File: config.mk
export PLATFORM = sky130hd
export DESIGN_NAME = key_remap
export DESIGN_NICKNAME = d
export VERILOG_FILES = /design/src/rtl/key_pkg.sv /design/src/rtl/key_debounce.sv /design/src/rtl/key_remap.sv
export SDC_FILE = /design/constraint.sdc
export NUM_CORES = 1
export LEC_CHECK = 0
export BUFFER_PORTS_ARGS = -buffer_cell sky130_fd_sc_hd__buf_2
export CORE_MARGIN = 2
export CORE_UTILIZATION = 60
export CTS_CLUSTER_SIZE = 40
export DETAILED_ROUTE_END_ITERATION = 16
export PLACE_DENSITY = 0.81
export SLEW_MARGIN = 15
export SYNTH_ARGS = -nofsm -noshare
export SYNTH_HDL_FRONTEND = slang
export SYNTH_SLANG_ARGS = --single-unit
export TNS_END_PERCENT = 50
File: constraint.sdc
create_clock -name i_slow_clk -period 2.6 [get_ports i_slow_clk]
set_clock_uncertainty 0.05 [all_clocks]
set_input_delay 0.26 -clock i_slow_clk [delete_from_list [all_inputs] [get_ports i_slow_clk]]
set_output_delay 0.26 -clock i_slow_clk [all_outputs]
set_load 0.01 [all_outputs]
File: src/rtl/key_pkg.sv
// Purpose : shared constants, types and helpers for the key remapper.
// Latency : n/a (package only).
// Backpressure: n/a.
// Contents: key count, note width, default debounce length, identity map,
//           FSM state enum, permutation/one-hot helper functions.
package key_pkg;

  localparam int NUM_KEYS       = 8;
  localparam int NOTE_W         = 3;
  localparam int DEB_CYCLES_DEF = 4;

  typedef logic [NOTE_W-1:0]          note_t;
  typedef note_t [NUM_KEYS-1:0]       map_t;

  localparam map_t IDENTITY_MAP = {3'd7, 3'd6, 3'd5, 3'd4, 3'd3, 3'd2, 3'd1, 3'd0};

  typedef enum logic {
    ST_IDLE = 1'b0,
    ST_HOLD = 1'b1
  } state_e;

  // With 8 entries of 3 bits, "pairwise distinct" is the same as "every note
  // value appears", so a coverage bitmap is enough.
  function automatic logic perm_distinct(input map_t p);
    logic [NUM_KEYS-1:0] seen;
    seen = '0;
    for (int k = 0; k < NUM_KEYS; k++) begin
      seen[p[k]] = 1'b1;
    end
    return &seen;
  endfunction

  function automatic logic is_onehot(input logic [NUM_KEYS-1:0] v);
    return (v != '0) && ((v & (v - 1'b1)) == '0);
  endfunction

  // Only meaningful when v is one-hot.
  function automatic note_t onehot_idx(input logic [NUM_KEYS-1:0] v);
    note_t r;
    r = '0;
    for (int k = 0; k < NUM_KEYS; k++) begin
      if (v[k]) r = note_t'(k);
    end
    return r;
  endfunction

endpackage

File: src/rtl/key_debounce.sv
// Purpose : 2-flop synchronizer plus counting debouncer for one key.
// Latency : clean raw edge reaches o_level after DEB_CYCLES+2 cycles.
// Backpressure: none; free-running sampler.
// Ports   : i_clk, i_rst (sync, active-high), i_raw (async key level),
//           o_level (debounced level).
module key_debounce
  import key_pkg::*;
#(
  parameter int DEB_CYCLES = DEB_CYCLES_DEF  // legal range 2..255
) (
  input  logic i_clk,
  input  logic i_rst,
  input  logic i_raw,
  output logic o_level
);

  logic       r_sync1;
  logic       r_sync2;
  logic       r_level;
  logic [7:0] r_cnt;

  always_ff @(posedge i_clk) begin
    if (i_rst) begin
      r_sync1 <= 1'b0;
      r_sync2 <= 1'b0;
      r_level <= 1'b0;
      r_cnt   <= '0;
    end else begin
      r_sync1 <= i_raw;
      r_sync2 <= r_sync1;
      // Any sample agreeing with the accepted level restarts the count, so
      // only an unbroken run of DEB_CYCLES differing samples flips the level.
      if (r_sync2 == r_level) begin
        r_cnt <= '0;
      end else if (r_cnt == 8'(DEB_CYCLES - 1)) begin
        r_level <= ~r_level;
        r_cnt   <= '0;
      end else begin
        r_cnt <= r_cnt + 8'd1;
      end
    end
  end

  assign o_level = r_level;

endmodule

File: src/rtl/key_remap.sv
// Purpose : debounce 8 keys, track a single held key and emit its remapped note.
// Latency : raw press/release to note_on/note_off is DEB_CYCLES+3 cycles.
// Backpressure: none; pulses are single-cycle and unacknowledged.
// Ports   : i_slow_clk, i_rst (sync, active-high), i_raw_keys[7:0],
//           i_perm0..7 + i_perm_load (new map request), o_note_idx,
//           o_note_valid, o_note_on, o_note_off, o_perm_err.
module key_remap
  import key_pkg::*;
#(
  parameter int DEB_CYCLES = DEB_CYCLES_DEF
) (
  input  logic                i_slow_clk,
  input  logic                i_rst,
  input  logic [NUM_KEYS-1:0] i_raw_keys,
  input  logic [NOTE_W-1:0]   i_perm0,
  input  logic [NOTE_W-1:0]   i_perm1,
  input  logic [NOTE_W-1:0]   i_perm2,
  input  logic [NOTE_W-1:0]   i_perm3,
  input  logic [NOTE_W-1:0]   i_perm4,
  input  logic [NOTE_W-1:0]   i_perm5,
  input  logic [NOTE_W-1:0]   i_perm6,
  input  logic [NOTE_W-1:0]   i_perm7,
  input  logic                i_perm_load,
  output logic [NOTE_W-1:0]   o_note_idx,
  output logic                o_note_valid,
  output logic                o_note_on,
  output logic                o_note_off,
  output logic                o_perm_err
);

  logic [NUM_KEYS-1:0] w_deb;
  map_t                w_perm;
  logic                w_onehot;
  note_t               w_key;

  state_e r_state;
  note_t  r_hk;
  map_t   r_map;
  note_t  r_note_idx;
  logic   r_note_valid;
  logic   r_note_on;
  logic   r_note_off;
  logic   r_perm_err;

  for (genvar k = 0; k < NUM_KEYS; k++) begin : g_key
    key_debounce #(.DEB_CYCLES(DEB_CYCLES)) u_deb (
      .i_clk   (i_slow_clk),
      .i_rst   (i_rst),
      .i_raw   (i_raw_keys[k]),
      .o_level (w_deb[k])
    );
  end

  assign w_perm   = {i_perm7, i_perm6, i_perm5, i_perm4,
                     i_perm3, i_perm2, i_perm1, i_perm0};
  assign w_onehot = is_onehot(w_deb);
  assign w_key    = onehot_idx(w_deb);

  always_ff @(posedge i_slow_clk) begin
    if (i_rst) begin
      // Reset wins over everything, including a coincident perm_load and
      // the note_off a held key would otherwise produce.
      r_state      <= ST_IDLE;
      r_hk         <= '0;
      r_map        <= IDENTITY_MAP;
      r_note_idx   <= '0;
      r_note_valid <= 1'b0;
      r_note_on    <= 1'b0;
      r_note_off   <= 1'b0;
      r_perm_err   <= 1'b0;
    end else begin
      r_note_on  <= 1'b0;
      r_note_off <= 1'b0;
      r_perm_err <= 1'b0;

      if (i_perm_load) begin
        if (perm_distinct(w_perm)) r_map <= w_perm;
        else                       r_perm_err <= 1'b1;
      end

      case (r_state)
        ST_IDLE: begin
          // r_map is read before any same-cycle load takes effect, so a
          // coincident load only affects later notes.
          if (w_onehot) begin
            r_hk         <= w_key;
            r_note_idx   <= r_map[w_key];
            r_note_valid <= 1'b1;
            r_note_on    <= 1'b1;
            r_state      <= ST_HOLD;
          end
        end
        ST_HOLD: begin
          // Only the held key matters here; other keys are ignored.
          if (!w_deb[r_hk]) begin
            r_note_valid <= 1'b0;
            r_note_off   <= 1'b1;
            r_state      <= ST_IDLE;
          end
        end
        default: r_state <= ST_IDLE;
      endcase
    end
  end

  assign o_note_idx   = r_note_idx;
  assign o_note_valid = r_note_valid;
  assign o_note_on    = r_note_on;
  assign o_note_off   = r_note_off;
  assign o_perm_err   = r_perm_err;

endmodule

Word level (Yosys, flattened, before mapping) --
Cells that the tools add are included.
Operators by class: add/subtract/negate cells 9, order comparisons 18, equality and inequality tests 18, muxes and demuxes 35, bitwise logic cells 26, reductions and logical operators 34
Operators with widths (number):
- $add A8 B1 Y8 const B | 8
- $eq A8 B2 Y1 const B | 8
- $or A8 B8 Y8 | 7
- $lt A3 B4 Y1 const B | 10
- $demux W1 S3 | 8
- $ge A3 B1 Y1 const B | 8
- $reduce_or A3 Y1 | 8
- $mux W3 | 7
- $reduce_and A2 Y1 | 10
- $not A1 Y1 | 18
- $mux W1 | 16
- $bmux W3 S3 | 1
- $logic_and A1 B1 Y1 | 9
- $reduce_and A9 Y1 | 1
- $and A8 B8 Y8 | 1
- $eq A1 B1 Y1 | 8
- $logic_not A8 Y1 | 1
- $reduce_and A8 Y1 | 1
- $reduce_bool A8 Y1 | 1
- $sub A8 B1 Y8 const B | 1
- $reduce_or A2 Y1 | 3
- $ne A2 B2 Y1 const B | 2
- $pmux W1 S2 | 2
- $bmux W1 S3 | 1
Storage, ports and cells: register bits 123, input bits 35, output and inout port bits 7

Depth between registers and ports, before layout --
depth in word-level cells 13, gate-level depth with buffers 8, gate-level depth less buffers 6

Modules after synthesis --
Synthesis repeated with hierarchy kept, for this count alone.
Second synthesis, totals: cell total of the unflattened synthesis 716, area, all modules 6099.6 um2
By module, submodules not included:
- key_debounce | instances 8, cells each 49, area each 440.4 um2, sequential area each 220.2 um2
- key_remap | instances 1, cells each 324, area each 2576.2 um2, sequential area each 700.7 um2

Worst setup path after synthesis --
No wires, ideal clock.
kind input port to flip-flop, start in i_perm5[1], end reg r_map[0] in the netlist's numbering, library setup time 0.072 ns, data arrival time 2.015 ns, slack 0.464 ns, cell stages on the path 8, cells stage by stage buf_4 > and3_1 > a31oi_1 > and4_4 > or4b_4 > nor3_4 > buf_8 > mux2i_1
Between the ends: cells in the longest elaborated chain, start to end 8, elaborated cells between the ends (all ways) 9, those cells by class order compare: 2; mux: 2; bitwise: 3; reduce/logical: 2
RTL lines:
- from (decl) | RTL line key_remap.sv:20 | input logic [NOTE_W-1:0] i_perm5,
- $lt A3 B4 Y1 (implied by the code) or $ge A3 B1 Y1 (tied branches) | RTL line key_pkg.sv:28 | seen[p[k]] = 1'b1;
- $logic_and A1 B1 Y1 (implied by the code) | RTL line key_pkg.sv:28
- $mux W1 (implied by the code) | RTL line key_pkg.sv:28
- $demux W1 S3 * | RTL line key_pkg.sv:28
- $or A8 B8 Y8 (no line) * (3 in a row)
- $reduce_and A9 Y1 (no line) *
- to (signal assigned) | RTL line key_remap.sv:77 | if (perm_distinct(w_perm)) r_map <= w_perm;
- to (decl) | RTL line key_remap.sv:38 | map_t r_map;
Mark *: on every way between the ends. The rest lies on a longest branch, timed or not. A chain may end at the register's enable or synchronous reset.

Worst setup path after layout --
start reg g_key[3].u_deb.r_level, end reg r_note_idx[0] (netlist: o_note_idx[0])
Between the ends: cells in the longest elaborated chain, start to end 7, elaborated cells between the ends (all ways) 13, those cells by class add/sub: 1; mux: 7; bitwise: 1; reduce/logical: 4
RTL lines:
- from (decl) | RTL line key_debounce.sv:19 | logic r_level;
- from (signal assigned) | RTL line key_debounce.sv:36 | r_level <= ~r_level;
- branches (longest 7 deep; another with $sub A8 B1 Y8)
- to (signal assigned) | RTL line key_remap.sv:87 | r_note_idx <= r_map[w_key];
- to (decl) | RTL line key_remap.sv:39 | note_t r_note_idx;
Several ways; the timed one is not identified. The select of a mux whose other input is x is not followed.

==> summary.md <==
Of the synthesized area, sequential elements account for 42.0%. For the hold violation count in the final report, the log shows 0. In this run the static leakage power is 2.60 nW. Clock tree synthesis inserted a total of 17 buffers. Number of placed instances, taps included: 815. The worst path meets setup with 0.271 ns of slack. The width of the die was 103 µm; the largest vdd supply drop was 0.000371 V. In the final layout, the share of cells above drive strength 1 is 13.0%. The number of antenna violations at the first check in global routing was 0; the count of filler cells inserted in the layout was 755. For the fraction of the core area covered by cells at the end of the flow, the log shows 69.3%. 42 I/O pins were placed.

After clock tree synthesis, the clock-pin slew on the worst setup and hold paths is 0.05 ns. Using the TritonRoute via totals, the vias-per-cell ratio works out to 5.57. The tools report the final count of pins violating max slew as 0. Global routing finished with a remaining overflow of 0.

Data on the critical path is required at its endpoint by 2.96 ns. No sink is reached through more buffers than the 2 on the longest clock path. The area fraction of the dominant cell type after synthesis was 42.0%; the async set-or-reset flop fraction in the synthesized netlist was 0%. In this run the number of H-tree levels came out at 4. Total power density per cell area: 640 mW/mm².

Clock latency reported for the late side of the worst-skew pair: 0.52 ns. The via count of the first global-routing pass is 4434, and the post-detailed-route count of antenna-violating nets is 0. In the layout the commonest cells are 130 x sky130_fd_sc_hd__nor2_1, 123 x sky130_fd_sc_hd__dfxtp_1, 61 x sky130_fd_sc_hd__nand2_1.

Registers take 0.00246 mm². The total negative slack for setup checks is 0 ns. The largest driver fanout on the critical path is 9.

Excluding fillers, the count of instances in the completed layout stands at 855. STA classifies the critical path startpoint as a flip-flop. Clock tree synthesis found a total of 123 sinks.

The die area is 0.0106 mm², and the DRC violation count after routing is 0. In this run the tool buffered the top-level ports with 41 buffer cells. The tree is rooted in a sky130_fd_sc_hd__clkbuf_8.

Across the run, the number of max-cap violations was 0. Post-CTS timing repair inserted 0 buffers for setup. The worst setup path is captured at a flip-flop. The flow ran to the end, and the final reports show no timing, DRC or antenna violations. Hold is met by 0.0263 ns. Synthesis inferred 123 register bits. TritonCTS built the clock tree. The tools report the initial detailed-routing violation count as 254. Setup violations remaining at the end of the flow were counted as 0.

Timing would allow up to 0.429 GHz. At the pin with the least slew margin, the transition time is 0.886 ns. For the critical path arrival, the log shows 2.69 ns.

The critical setup path kind was flip-flop to flip-flop. After floorplanning, the core was sized to cover 0.00964 mm². Global routing used 24.9% of the available tracks across all layers.

For the antenna diode count, the log shows 0. Detailed placement ended at an HPWL of 8220 µm. The post-synthesis instance total was 674; the post-synthesis to final-layout area growth was 13.8%. The share of the clock period used by the worst path came out at 89.6%. The worst hold path belongs to the class primary input to flip-flop. The final weighted congestion of routability-driven global placement is 0.845, and the relative slew slack is 40.6%. The die is 103 µm tall. The largest area contributor in the synthesized netlist is sky130_fd_sc_hd__dfxtp_1.

During synthesis, Yosys emitted a total of 0 warnings. Among all flip-flop cells after synthesis, the most frequent one is sky130_fd_sc_hd__dfxtp_1. After synthesis, the cell types taking the most area are sky130_fd_sc_hd__dfxtp_1 42%, sky130_fd_sc_hd__nor2_1 8.3%, sky130_fd_sc_hd__mux2i_1 6.7%. The tools report the standard-cell row count as 36. The overall power consumption came out at 4.28 mW. The routed layout has 4761 vias.

Setup repair after global routing left no endpoint under its margin. After synthesis the cells add up to 0.00587 mm². In the final design database the tool counted 753 nets. The first detailed-routing pass ran for 6 iterations.

For the finished layout, the period the worst path requires is 2.33 ns. The finished cells cover 0.00668 mm². Summed over all layers, the routed wires come to 12400 µm. Prior to clock tree synthesis, the placed netlist has a worst setup slack of 0.284 ns. The count of flip-flops with a built-in enable after synthesis works out to 0.

A synthesized cell averages 8.71 µm². The run gives 0.00311 mm² as the area occupied by multi-input gates. The post-placement cell area came out at 0.00605 mm².

When the netlist entered floorplanning its net count stood at 717. The average wire length per cell after detail routing was 14.5 µm. The initial utilization of the core area, before any placement, comes to 60.9%. The first global-routing pass estimated 20500 µm of wire. The synthesized netlist contains 55 unique library cells. Entering global routing, the biggest net connects 30 pins. The library cell used most frequently in the layout, excluding fill and tap cells, is sky130_fd_sc_hd__nor2_1.
-- cell type report --
type,count,share of cell area [%]
clock buffers,23,6.99
clock inverters,8,1.03
inverters,4,0.225
multi-input cells,504,46.6
flip-flops and latches,123,36.9
well taps,133,2.49
repair buffers,60,5.73
-- synthesized netlist by cell type, types with 3 or more instances --
| library cell | number |
|---|---|
| sky130_fd_sc_hd__mux2_1 | 3 |
| sky130_fd_sc_hd__nand3_1 | 40 |
| sky130_fd_sc_hd__buf_2 | 12 |
| sky130_fd_sc_hd__o21ai_1 | 3 |
| sky130_fd_sc_hd__a221o_1 | 3 |
| sky130_fd_sc_hd__nand4_1 | 5 |
| sky130_fd_sc_hd__buf_8 | 5 |
| sky130_fd_sc_hd__dfxtp_1 | 123 |
| sky130_fd_sc_hd__nand2_1 | 61 |
| sky130_fd_sc_hd__nand3b_1 | 11 |
| sky130_fd_sc_hd__nor3b_1 | 13 |
| sky130_fd_sc_hd__clkbuf_1 | 12 |
| sky130_fd_sc_hd__mux2i_1 | 39 |
| sky130_fd_sc_hd__a31oi_1 | 4 |
| sky130_fd_sc_hd__a22oi_1 | 4 |
| sky130_fd_sc_hd__xnor2_1 | 19 |
| sky130_fd_sc_hd__nor2_1 | 130 |
| sky130_fd_sc_hd__o22ai_1 | 5 |
| sky130_fd_sc_hd__xor2_1 | 37 |
| sky130_fd_sc_hd__inv_1 | 3 |
| sky130_fd_sc_hd__mux2_2 | 3 |
| sky130_fd_sc_hd__a211oi_1 | 3 |
| sky130_fd_sc_hd__nor4_1 | 6 |
| sky130_fd_sc_hd__nor3_1 | 22 |
| sky130_fd_sc_hd__nor2b_1 | 19 |
| sky130_fd_sc_hd__ha_1 | 8 |
| sky130_fd_sc_hd__a21oi_1 | 8 |
| sky130_fd_sc_hd__o21ai_0 | 5 |
| sky130_fd_sc_hd__buf_4 | 11 |
| sky130_fd_sc_hd__and3_1 | 25 |
| sky130_fd_sc_hd__nor4b_1 | 4 |
-- final timing paths --
path | start | endpoint | slack, ns | cells past startpoint
setup / recovery | g_key[3].u_deb.o_level | o_note_idx[0] | 0.27 | 7
hold / removal | i_perm0[0] | r_map[0] | 0.03 | 3
setup reg to reg | g_key[3].u_deb.o_level | o_note_idx[0] | 0.27 | 7
hold reg to reg | g_key[4].u_deb.r_sync1 | g_key[4].u_deb.r_sync2 | 0.39 | 1
-- flip-flops by register name, summed over array words and instances (netlist names), 3 cells and up --
signal	count
g_key.u_deb.r_cnt	64
r_map	24
g_key.u_deb.o_level	8
g_key.u_deb.r_sync1	8
g_key.u_deb.r_sync2	8
o_note_idx	3
r_hk	3
-- cell families (layout without fill, tap and decap cells) --
group | after synthesis | in the layout | share of synthesized area, %
compound gates | 44 | 44 | 5.22
xor+xnor | 56 | 56 | 8.36
fa+ha+maj | 9 | 9 | 1.88
buf+inv | 47 | 95 | 5.05
flops | 123 | 123 | 42.0
mux | 47 | 47 | 8.57
simple gates | 348 | 348 | 29.0
-- routing by layer --
layer / vias to the layer above / track usage [%] / wire [µm]
li1: 2377 / - / -
met4: 0 / 8.40 / 225
met5: - / 0 / 0
met1: 2221 / 31.6 / 5470
met3: 24 / 7.25 / 636
met2: 139 / 40.8 / 6100
-- critical path, stage by stage, from the launching register on --
cell and delay, ns:
sky130_fd_sc_hd__dfxtp_1 0.33, sky130_fd_sc_hd__nor2_1 0.06, sky130_fd_sc_hd__o31ai_2 0.71, sky130_fd_sc_hd__buf_4 0.29
sky130_fd_sc_hd__mux2_1 0.33, sky130_fd_sc_hd__nand2_1 0.08, sky130_fd_sc_hd__o21ai_0 0.08, sky130_fd_sc_hd__a221o_1 0.29
-- power by group --
group / switching, mW / internal (mW) / total (mW)
Clock: 0.792 / 1.33 / 2.12
Combinational: 0.138 / 0.0962 / 0.234
Sequential: 0.0133 / 1.91 / 1.92
Total: 0.943 / 3.33 / 4.28
-- timing repair --
| item | CTS | global route |
|---|---|---|
| endpoints found under the hold margin | 9 | 0 |
| setup endpoints to repair | 0 | 0 |
| resized for setup | 0 | 0 |
| hold buffers | 9 | 0 |
No activity file was read; power rests on OpenSTA's default activity.
